--- src/rtl/eth_pkg.sv ---
`default_nettype none
// ============================================================================
// Package : eth_pkg
// Purpose : Shared definitions for the Ethernet receive path: the receive
//           FSM state type, preamble/SFD byte values, the CRC-32 bit-serial
//           update function shared with the TX generator, bit-reversal helpers,
//           and the bit positions inside the o_err status vector.
// Revision: 1.0  initial release
// ============================================================================
package eth_pkg;

  typedef enum logic [1:0] {
    ST_IDLE     = 2'd0,
    ST_PREAMBLE = 2'd1,
    ST_DATA     = 2'd2,
    ST_DROP     = 2'd3
  } rx_state_e;

  localparam logic [31:0] CRC32_INIT    = 32'hFFFF_FFFF;
  localparam logic [31:0] CRC32_POLY    = 32'h04C1_1DB7;
  localparam logic [7:0]  PREAMBLE_BYTE = 8'h55;
  localparam logic [7:0]  SFD_BYTE      = 8'hD5;

  // Bytes held back so the trailing FCS never reaches the output.
  localparam logic [2:0]  FCS_DELAY     = 3'd5;

  // o_err = {too_long, runt, phy_err, fcs_bad}
  localparam int ERR_FCS_BAD  = 0;
  localparam int ERR_PHY      = 1;
  localparam int ERR_RUNT     = 2;
  localparam int ERR_TOO_LONG = 3;

  function automatic logic [7:0] bitrev8(input logic [7:0] b);
    logic [7:0] r;
    for (int i = 0; i < 8; i++) r[i] = b[7-i];
    return r;
  endfunction

  function automatic logic [31:0] bitrev32(input logic [31:0] w);
    logic [31:0] r;
    for (int i = 0; i < 32; i++) r[i] = w[31-i];
    return r;
  endfunction

  // MSB-first CRC-32 update over one byte; d[7] is shifted in first, so
  // callers pass bitrev8(byte) to present the wire's first bit first.
  function automatic logic [31:0] crc32_next(input logic [31:0] c, input logic [7:0] d);
    logic [31:0] r;
    logic        fb;
    r = c;
    for (int i = 7; i >= 0; i--) begin
      fb = r[31] ^ d[i];
      r  = {r[30:0], 1'b0};
      if (fb) r = r ^ CRC32_POLY;
    end
    return r;
  endfunction

endpackage
`default_nettype wire

--- src/rtl/eth_fcs_delay5.sv ---
`default_nettype none
// ============================================================================
// Module  : eth_fcs_delay5
// Purpose : Five-byte shift delay line. Holds the most recent five frame
//           bytes so the top can recognise the final four as the FCS.
// Ports   : clk, rst      clock, asynchronous active-high reset
//           clr_i         empty the line (occupancy -> 0)
//           push_i        shift data_i in as the newest byte
//           data_i[7:0]   byte to push
//           head_o[7:0]   oldest byte currently held (0 when empty)
//           fcs_o[31:0]   four youngest bytes, oldest of them in bits [7:0]
//           count_o[2:0]  occupancy, saturates at 5
// Revision: 1.0  initial release
// ============================================================================
module eth_fcs_delay5 (
  input  logic       clk,
  input  logic       rst,
  input  logic       clr_i,
  input  logic       push_i,
  input  logic [7:0] data_i,
  output logic [7:0] head_o,
  output logic [31:0] fcs_o,
  output logic [2:0] count_o
);

  // slot 0 (bits [7:0]) is the newest byte, slot 4 the oldest
  logic [39:0] slots_q;
  logic [2:0]  count_q;

  always_ff @(posedge clk or posedge rst) begin
    if (rst) begin
      slots_q <= '0;
      count_q <= 3'd0;
    end else if (clr_i) begin
      count_q <= 3'd0;
    end else if (push_i) begin
      slots_q <= {slots_q[31:0], data_i};
      if (count_q != 3'd5) count_q <= count_q + 3'd1;
    end
  end

  always_comb begin
    head_o = 8'h00;
    case (count_q)
      3'd1:    head_o = slots_q[7:0];
      3'd2:    head_o = slots_q[15:8];
      3'd3:    head_o = slots_q[23:16];
      3'd4:    head_o = slots_q[31:24];
      3'd5:    head_o = slots_q[39:32];
      default: head_o = 8'h00;
    endcase
  end

  // FCS arrives LSB byte first, so the oldest of the four is the low byte.
  assign fcs_o   = {slots_q[7:0], slots_q[15:8], slots_q[23:16], slots_q[31:24]};
  assign count_o = count_q;

endmodule
`default_nettype wire

--- src/rtl/eth_rx_fcs_check.sv ---
`default_nettype none
// ============================================================================
// Module  : eth_rx_fcs_check
// Purpose : Receive-side FCS checker. Strips preamble/SFD and FCS from an
//           802.3 byte stream, streams the frame bytes out, tags the final
//           byte with FCS/length/PHY-error status and keeps saturating
//           good/bad frame counters.
// Ports   : clk, rst            clock, asynchronous active-high reset
//           i_rx_dv             frame envelope, low = inter-frame gap
//           i_rx_valid          byte strobe, taken when i_rx_dv & i_rx_valid
//           i_rx_data[7:0]      received byte, bit 0 first on the wire
//           i_rx_er             PHY error flag for the taken byte
//           o_data[7:0]         frame byte with FCS removed
//           o_valid             o_data strobe
//           o_last              final frame byte (with o_valid)
//           o_fcs_ok            FCS matched (with o_last)
//           o_err[3:0]          {too_long, runt, phy_err, fcs_bad} (with o_last)
//           o_drop              frame discarded without output
//           o_cnt_good/o_cnt_bad saturating frame statistics
// Revision: 1.0  initial release
// ============================================================================
module eth_rx_fcs_check
  import eth_pkg::*;
#(
  parameter int MIN_FRAME = 64,
  parameter int MAX_FRAME = 1518,
  parameter int CNT_W     = 16
) (
  input  logic             clk,
  input  logic             rst,
  input  logic             i_rx_dv,
  input  logic             i_rx_valid,
  input  logic [7:0]       i_rx_data,
  input  logic             i_rx_er,
  output logic [7:0]       o_data,
  output logic             o_valid,
  output logic             o_last,
  output logic             o_fcs_ok,
  output logic [3:0]       o_err,
  output logic             o_drop,
  output logic [CNT_W-1:0] o_cnt_good,
  output logic [CNT_W-1:0] o_cnt_bad
);

  localparam int LEN_W = $clog2(MAX_FRAME + 2);

  rx_state_e        state_q, state_d;
  logic [31:0]      crc_q, crc_d;
  logic [LEN_W-1:0] len_q, len_d;
  logic             phy_q, phy_d;
  logic [7:0]       data_q, data_d;
  logic             valid_q, valid_d;
  logic             last_q, last_d;
  logic             fcs_ok_q, fcs_ok_d;
  logic [3:0]       err_q, err_d;
  logic             drop_q, drop_d;
  logic [CNT_W-1:0] cnt_good_q, cnt_bad_q;

  logic             w_take;
  logic             w_dl_clr, w_dl_push;
  logic [7:0]       w_dl_head;
  logic [31:0]      w_dl_fcs;
  logic [2:0]       w_dl_count;
  logic [31:0]      w_crc_head;
  logic             w_fcs_bad;
  logic             w_phy_new;
  logic [LEN_W-1:0] w_len_inc;

  assign w_take     = i_rx_dv & i_rx_valid;
  // CRC as it would be once the oldest held byte is folded in; used both for
  // normal streaming and for the final FCS comparison.
  assign w_crc_head = crc32_next(crc_q, bitrev8(w_dl_head));
  assign w_fcs_bad  = (~bitrev32(w_crc_head)) != w_dl_fcs;
  assign w_phy_new  = phy_q | i_rx_er;
  assign w_len_inc  = len_q + LEN_W'(1);

  eth_fcs_delay5 u_delay (
    .clk     (clk),
    .rst     (rst),
    .clr_i   (w_dl_clr),
    .push_i  (w_dl_push),
    .data_i  (i_rx_data),
    .head_o  (w_dl_head),
    .fcs_o   (w_dl_fcs),
    .count_o (w_dl_count)
  );

  always_ff @(posedge clk or posedge rst) begin
    if (rst) begin
      state_q  <= ST_IDLE;
      crc_q    <= CRC32_INIT;
      len_q    <= '0;
      phy_q    <= 1'b0;
      data_q   <= 8'h00;
      valid_q  <= 1'b0;
      last_q   <= 1'b0;
      fcs_ok_q <= 1'b0;
      err_q    <= 4'h0;
      drop_q   <= 1'b0;
    end else begin
      state_q  <= state_d;
      crc_q    <= crc_d;
      len_q    <= len_d;
      phy_q    <= phy_d;
      data_q   <= data_d;
      valid_q  <= valid_d;
      last_q   <= last_d;
      fcs_ok_q <= fcs_ok_d;
      err_q    <= err_d;
      drop_q   <= drop_d;
    end
  end

  always_comb begin
    state_d   = state_q;
    crc_d     = crc_q;
    len_d     = len_q;
    phy_d     = phy_q;
    data_d    = 8'h00;
    valid_d   = 1'b0;
    last_d    = 1'b0;
    fcs_ok_d  = 1'b0;
    err_d     = 4'h0;
    drop_d    = 1'b0;
    w_dl_clr  = 1'b0;
    w_dl_push = 1'b0;

    case (state_q)
      // IDLE treats the first byte of the envelope exactly like a preamble byte.
      ST_IDLE, ST_PREAMBLE: begin
        if (!i_rx_dv) begin
          state_d = ST_IDLE;
        end else if (w_take) begin
          if (i_rx_data == PREAMBLE_BYTE) begin
            state_d = ST_PREAMBLE;
          end else if (i_rx_data == SFD_BYTE) begin
            state_d  = ST_DATA;
            crc_d    = CRC32_INIT;
            len_d    = '0;
            phy_d    = 1'b0;
            w_dl_clr = 1'b1;
          end else begin
            state_d = ST_DROP;
            drop_d  = 1'b1;
          end
        end else begin
          state_d = ST_PREAMBLE;
        end
      end

      ST_DATA: begin
        if (!i_rx_dv) begin
          state_d  = ST_IDLE;
          w_dl_clr = 1'b1;
          if (w_dl_count == FCS_DELAY) begin
            valid_d                = 1'b1;
            last_d                 = 1'b1;
            data_d                 = w_dl_head;
            err_d[ERR_FCS_BAD]     = w_fcs_bad;
            err_d[ERR_PHY]         = phy_q;
            err_d[ERR_RUNT]        = len_q < LEN_W'(MIN_FRAME);
            fcs_ok_d               = ~w_fcs_bad;
          end else begin
            drop_d = 1'b1;
          end
        end else if (w_take) begin
          len_d = w_len_inc;
          if (len_q == LEN_W'(MAX_FRAME)) begin
            // This byte exceeds the limit: close the frame on the held oldest
            // byte and discard the rest of the envelope.
            state_d                = ST_DROP;
            w_dl_clr               = 1'b1;
            valid_d                = 1'b1;
            last_d                 = 1'b1;
            data_d                 = w_dl_head;
            err_d[ERR_FCS_BAD]     = 1'b1;
            err_d[ERR_PHY]         = w_phy_new;
            err_d[ERR_RUNT]        = w_len_inc < LEN_W'(MIN_FRAME);
            err_d[ERR_TOO_LONG]    = 1'b1;
          end else begin
            phy_d     = w_phy_new;
            w_dl_push = 1'b1;
            if (w_dl_count == FCS_DELAY) begin
              valid_d = 1'b1;
              data_d  = w_dl_head;
              crc_d   = w_crc_head;
            end
          end
        end
      end

      ST_DROP: begin
        if (!i_rx_dv) state_d = ST_IDLE;
      end

      default: state_d = ST_IDLE;
    endcase
  end

  // Statistics follow the registered status by one cycle.
  always_ff @(posedge clk or posedge rst) begin
    if (rst) begin
      cnt_good_q <= '0;
      cnt_bad_q  <= '0;
    end else if (valid_q && last_q) begin
      if (err_q == 4'h0) begin
        if (cnt_good_q != {CNT_W{1'b1}}) cnt_good_q <= cnt_good_q + CNT_W'(1);
      end else begin
        if (cnt_bad_q != {CNT_W{1'b1}}) cnt_bad_q <= cnt_bad_q + CNT_W'(1);
      end
    end else if (drop_q) begin
      if (cnt_bad_q != {CNT_W{1'b1}}) cnt_bad_q <= cnt_bad_q + CNT_W'(1);
    end
  end

  assign o_data     = data_q;
  assign o_valid    = valid_q;
  assign o_last     = last_q;
  assign o_fcs_ok   = fcs_ok_q;
  assign o_err      = err_q;
  assign o_drop     = drop_q;
  assign o_cnt_good = cnt_good_q;
  assign o_cnt_bad  = cnt_bad_q;

endmodule
`default_nettype wire

--- config.mk ---
export PLATFORM = sky130hd
export DESIGN_NAME = eth_rx_fcs_check
export DESIGN_NICKNAME = d
export VERILOG_FILES = /design/src/rtl/eth_pkg.sv /design/src/rtl/eth_fcs_delay5.sv /design/src/rtl/eth_rx_fcs_check.sv
export SDC_FILE = /design/constraint.sdc
export NUM_CORES = 1
export LEC_CHECK = 0
export ABC_AREA = 1
export BUFFER_PORTS_ARGS = -buffer_cell sky130_fd_sc_hd__buf_2
export CORE_ASPECT_RATIO = 0.7
export CORE_MARGIN = 4
export CORE_UTILIZATION = 35
export CTS_CLUSTER_SIZE = 12
export DETAILED_ROUTE_END_ITERATION = 8
export GPL_TIMING_DRIVEN = 0
export PLACE_DENSITY = 0.52
export SETUP_SLACK_MARGIN = 0.1
export SYNTH_ARGS = -nofsm -noshare
export SYNTH_HDL_FRONTEND = slang
export SYNTH_HIERARCHICAL = 1
export SYNTH_SLANG_ARGS = --single-unit
--- constraint.sdc ---
create_clock -name clk -period 4.6 [get_ports clk]
set_clock_uncertainty 0.05 [all_clocks]
set_input_delay 0.92 -clock clk [delete_from_list [all_inputs] [get_ports clk]]
set_output_delay 0.92 -clock clk [all_outputs]
set_load 0.02 [all_outputs]
# Yosys cells after proc, flatten, opt, wreduce, memory -nomap -nowiden
# Index checks and enable logic that the tools add are counted.
# classes
bitwise_logic,21
eq_ne,27
n_div,0
reduce_logical,16
n_mul,0
n_shift,0
n_addsub,4
mux,89
magnitude_cmp,2
# ops
operator,count
32-bit 2-to-1 mux,8
27-bit 2-to-1 mux,8
14-bit NOT,8
11-bit 2-to-1 mux,6
16-bit 2-to-1 mux,4
32-bit case mux with 2 select lines,1
8-bit 2-to-1 mux,5
8-bit case mux with 5 select lines,1
1-bit 2-to-1 mux,36
"16-bit by 1-bit adder with 16-bit output, second input constant",2
"16-bit inequality test, second input constant",2
32-bit inequality test,1
32-bit NOT,1
"11-bit by 7-bit less-than comparator with 1-bit output, second input constant",2
11-bit case mux with 2 select lines,1
"2-bit inequality test, second input constant",10
3-bit 2-to-1 mux,5
2-bit 2-to-1 mux,7
4-bit 2-to-1 mux,3
"11-bit by 1-bit adder with 11-bit output, second input constant",1
"11-bit == test, second input constant",1
"3-bit inequality test, second input constant",3
9-bit AND reduction,1
"8-bit by 7-bit == test with 1-bit output, second input constant",1
other kinds (22),41
# word_totals
inputBits,13
ramBits,0
mem_count,0
romBits,0
out_inout_bits,48
ff_bits,137
latchBits,0

# Longest topological paths before layout
# logic_depth
ltp_word,24
depth_mapped,26
mapped_depth_nobuf,24

# By module
# The synthesis kept the hierarchy.
# by_module_without_submodules
mod,area_each_um2,instances,cells_each
eth_rx_fcs_check,6338.6,1,910
eth_fcs_delay5,2401.1,1,295

# Least setup slack after synthesis
# OpenSTA, ideal clock, no wires.
# synth_timing
kind,register -> register
start,register u_delay.count_q[2] (netlist: u_delay/count_o[2])
end,register err_q[0] (netlist: o_err[0])
path_stages_with_launch,25
setup_time_ps,122
slack_ps,1946
period_less_slack_ps,2654
n_path_buf,2
t_required_ps,4428
t_arrival_ps,2482
path_cell_list,dfrtp_1 inv_2 buf_4 ha_1 buf_1 nand2_1 nand2_1 inv_1 nand2_1 inv_2 nand2_1 nand2_4 nand2_4 nand2_8 nand2_2 nand2_2 nand2_2 nand2_2 nand2_1 and2_4 nor2_4 nor2_2 nand3_2 nor2_1 a21oi_1
# synth_between
elab_chain_cells,21
# synth_lines
item,line_no,text
from (decl),eth_fcs_delay5.sv:28,logic [2:0] count_q;
from (signal assigned),eth_fcs_delay5.sv:38,if (count_q != 3'd5) count_q <= count_q + 3'd1;
"3-bit == test, or another cell as far along",eth_fcs_delay5.sv:44,case (count_q)
8-bit case mux with 5 select lines *,eth_fcs_delay5.sv:44,
named net w_dl_head[0],eth_rx_fcs_check.sv:61,logic [7:0] w_dl_head;
1-bit bitwise XOR *,eth_pkg.sv:52,fb = r[31] ^ d[i];
27-bit 2-to-1 mux *,eth_pkg.sv:54,if (fb) r = r ^ CRC32_POLY;
27-bit 2-to-1 mux / 14-bit NOT (equally long branches),--,
14-bit NOT (no line) / 27-bit 2-to-1 mux (equally long branches),--,
27-bit 2-to-1 mux / 14-bit NOT (equally long branches),--,
[7 not listed],--,
14-bit NOT (no line),--,
27-bit 2-to-1 mux,eth_pkg.sv:54,
32-bit NOT *,eth_rx_fcs_check.sv:73,assign w_fcs_bad = (~bitrev32(w_crc_head)) != w_dl_fcs;
32-bit inequality test *,eth_rx_fcs_check.sv:73,
3-bit 2-to-1 mux *,eth_rx_fcs_check.sv:155,if (w_dl_count == FCS_DELAY) begin
3-bit 2-to-1 mux *,eth_rx_fcs_check.sv:152,if (!i_rx_dv) begin
4-bit 2-to-1 mux *,eth_rx_fcs_check.sv:128,case (state_q)
named net err_d[0],eth_rx_fcs_check.sv:55,"logic [3:0] err_q, err_d;"
to (signal assigned),eth_rx_fcs_check.sv:109,err_q <= err_d;
to (decl),eth_rx_fcs_check.sv:55,
# Mark *: on every way through the listed nets, which the timed path passes. The rest lies on a longest branch.
# A chain may end at the register's enable or synchronous reset.

# Worst setup path in the final report
# layout_timing
start,register u_delay.count_q[2] (netlist: u_delay/count_o[2])
end,register err_q[0] (netlist: o_err[0])
# layout_rtl
item,line_no
"3-bit == test, or another cell as far along",eth_fcs_delay5.sv:44
8-bit case mux with 5 select lines *,eth_fcs_delay5.sv:44
named net w_dl_head[2],eth_rx_fcs_check.sv:61
1-bit bitwise XOR *,eth_pkg.sv:52
27-bit 2-to-1 mux *,eth_pkg.sv:54
14-bit NOT (no line),--
27-bit 2-to-1 mux,eth_pkg.sv:54
27-bit 2-to-1 mux / 14-bit NOT (equally long branches),--
[4 not listed],--
14-bit NOT (no line),--
27-bit 2-to-1 mux,eth_pkg.sv:54
32-bit NOT *,eth_rx_fcs_check.sv:73
32-bit inequality test *,eth_rx_fcs_check.sv:73
3-bit 2-to-1 mux *,eth_rx_fcs_check.sv:155
3-bit 2-to-1 mux *,eth_rx_fcs_check.sv:152
4-bit 2-to-1 mux *,eth_rx_fcs_check.sv:128
named net err_d[0],eth_rx_fcs_check.sv:55
# Marked as above.

==> run metrics <==
Post-DP HPWL 20,300 um; Avg Inst Size Synth 7.25 um2; fmax 264 MHz; commonest cells in the netlist nand2_1 (397), inv_1 (144), nand3_1 (119); CP startpoint kind flop; drt total wl 27,300 um; initial antenna violation count 0; Period minus WS final 3790 ps; Initial Util 0.355; grt peak-use layer met1; wire length per cell 16.8 um; Mapped Nets 1,227; hold_sp len_q[2]; max_cap viols 0; CTS resizes 0; n_diodes 0; Min-Delay Endpoint len_q[2]; max-slew violations 0; cts hold-fix bufs 0; Slew headroom 0.641; core area 24,600 um2; ratio of final minimum period to clock period 0.825; area share of the largest cell type after synthesis 0.301; CP arrival 4050 ps; storage element area 3470 um2; Pre-antenna DRT Iters 5; HP Class flop to flop; Initial DRC Count 711; met1 Use GR 0.327; YS warnings 6; met3 Use GR 0.0433; pin count of the biggest net entering global routing 67; Clock Root Buffer clkbuf_16; Placer Congestion 0.945; Fin. Hold Viols 0; #FFs+latches synth 137; status completed; FP Rows 48; Area contributors post-synth dfrtp_1 (30%), nand2_1 (17%), dfstp_2 (9.6%); overall routing resource usage 0.202; final setup fails 0; vias in the first global route 7,401; CTS H-Tree Depth 4; EDFF count, synth 0; via/cell ratio 4.90; Syn Std Cell Area 8740 um2; Crit Path Max Fanout 10; via count 7,958; postcts setup bufs 0; Synth async-reset ratio 1.00; r2r startpoint u_delay/count_o[2]; Die W 197 um; CTS tree yes; Fin Hold WS 428 ps; global-route wire length before repair 43,100 um; most frequent cell after synthesis nand2_1; worst setup path startpoint u_delay/count_o[2]; M2 GR Usage 0.274; DRC Markers 0; post-synthesis sequential area ratio 0.397; # IOs 61; Sink Count 137; P&R area growth vs syn 16.1%; Overflow after GRT 0; layout cells sized above 1 0.202; R2R Path End o_err[0]; die area 27,600 um2; Cell variety after synth 43; critical path capture point type flop; I/O Buffers 60; FF-to-FF setup slack 810 ps; final net count 1,308; cells on worst reg2reg path 21; worst slew pin tran 535 ps; Main synth FF type dfrtp_1; Die Y 140 um; Max Root-Sink Buffers 2; WHS Path Cells 1; RSZ-0062 raised after global routing no; Post-DRT Antenna Nets 0; multi-input logic area 4230 um2; fillers 2,544; Worst Setup Path Type flop to flop; Critical Path RT 4860 ps; area leader, netlist dfrtp_1; CTS Buf Count 17; clk slew on worst S/H paths 60 ps; Worst-Skew Late Latency 430 ps; cell count after synthesis 1,205
[cell usage in the layout, fill, tap and decap left out, types with 3 or more instances in the layout]
cell | netlist | final
nand2_4 | 6 | 6
ha_1 | 9 | 9
o22ai_1 | 3 | 3
dfstp_2 | 32 | 32
a21oi_2 | 7 | 7
dfrtp_1 | 105 | 105
nand3_1 | 119 | 119
buf_4 | 38 | 38
xnor2_1 | 12 | 12
nor2_1 | 97 | 97
clkbuf_16 | 0 | 17
a32oi_1 | 11 | 11
inv_1 | 144 | 142
o21ai_0 | 13 | 13
bufinv_16 | 0 | 5
inv_2 | 10 | 11
o21ai_2 | 5 | 5
nand2_2 | 36 | 36
nand3b_1 | 12 | 12
nand4_1 | 11 | 11
a22oi_1 | 18 | 18
a21oi_1 | 19 | 19
buf_2 | 4 | 64
inv_6 | 0 | 3
o21ai_1 | 20 | 20
nor3_1 | 13 | 13
buf_6 | 13 | 13
nor2_2 | 6 | 6
nor3_2 | 3 | 3
xor2_1 | 25 | 25
clkbuf_1 | 1 | 4
nand2_1 | 397 | 397
[worst max-delay path by stage]
stage	end	slack (ps)	cells after the start
after floorplan	len_q[0]	1230	1
after global placement	o_data[0]	-350	2
after detailed placement	o_err[0]	850	21
after CTS	o_err[0]	810	21
after global routing	o_err[0]	480	24
final	o_err[0]	810	21
[metal layers]
layer  part of all wire  wire [um]
met5                  0          0
met4             0.0079        215
met3              0.076       2070
met2               0.40      10900
met1               0.52      14100
[registers in the layout (all words and copies together), names as in the netlist]
register         flops
o_last               1
o_drop               1
crc_q               32
o_cnt_bad           16
u_delay/slots_q     40
len_q               11
o_fcs_ok             1
o_data               8
state_q              2
o_err                4
phy_q                1
u_delay/count_o      3
o_cnt_good          16
o_valid              1
[worst max-delay path: stages (launching register included)]
cell     delay, ps
dfrtp_1        420
inv_2          150
buf_4          210
ha_1           150
buf_1          330
nand2_1        100
nand2_1         80
inv_1           30
nand2_1        220
inv_1          120
nand2_1        100
nand2_2        180
nand2_1        220
nand2_2        110
xor2_1         400
nand3_1        180
nand3_1        120
nand2_1         60
nor2_2         110
nand3_2         90
nor2_1         130
a21oi_1         80
[logic make-up (layout without fill, tap and decap cells)]
kind of cell | after synthesis | in the layout | share of synthesized area
AND/OR/NAND/NOR | 708 | 708 | 0.358
buffers and inverters | 212 | 306 | 0.119
flip-flops | 137 | 137 | 0.397
AO/OA/AOI/OAI | 101 | 101 | 0.0747
XOR/XNOR | 37 | 37 | 0.0371
adder cells (fa/ha/maj) | 9 | 9 | 0.0129
multiplexers | 1 | 1 | 0.00129
[through the flow]
stage	utilization	instances	TNS [ps]	setup slack, ps	instance area [um2]
finish	0.412	1624	0	807	10100
global route	0.412	1624	0	483	10100
CTS	0.412	1624	0	806	10100
detailed placement	0.386	1592	0	847	9500
global placement	0.384	1590	-20080	-347	9450
floorplan	-	1205	0	1230	8740
[final cells by class]
class	instances	area share
clock buffer	22	0.0457
inverter	155	0.0578
tap	325	0.0401
clock inverter	10	0.0186
sequential	137	0.342
buffer	57	0.0452
timing repair buffer	62	0.0343
multi-input combinational	856	0.417
Power is not shown: default switching activity piles up to over one toggle a cycle in this logic, so the estimate is an artifact.
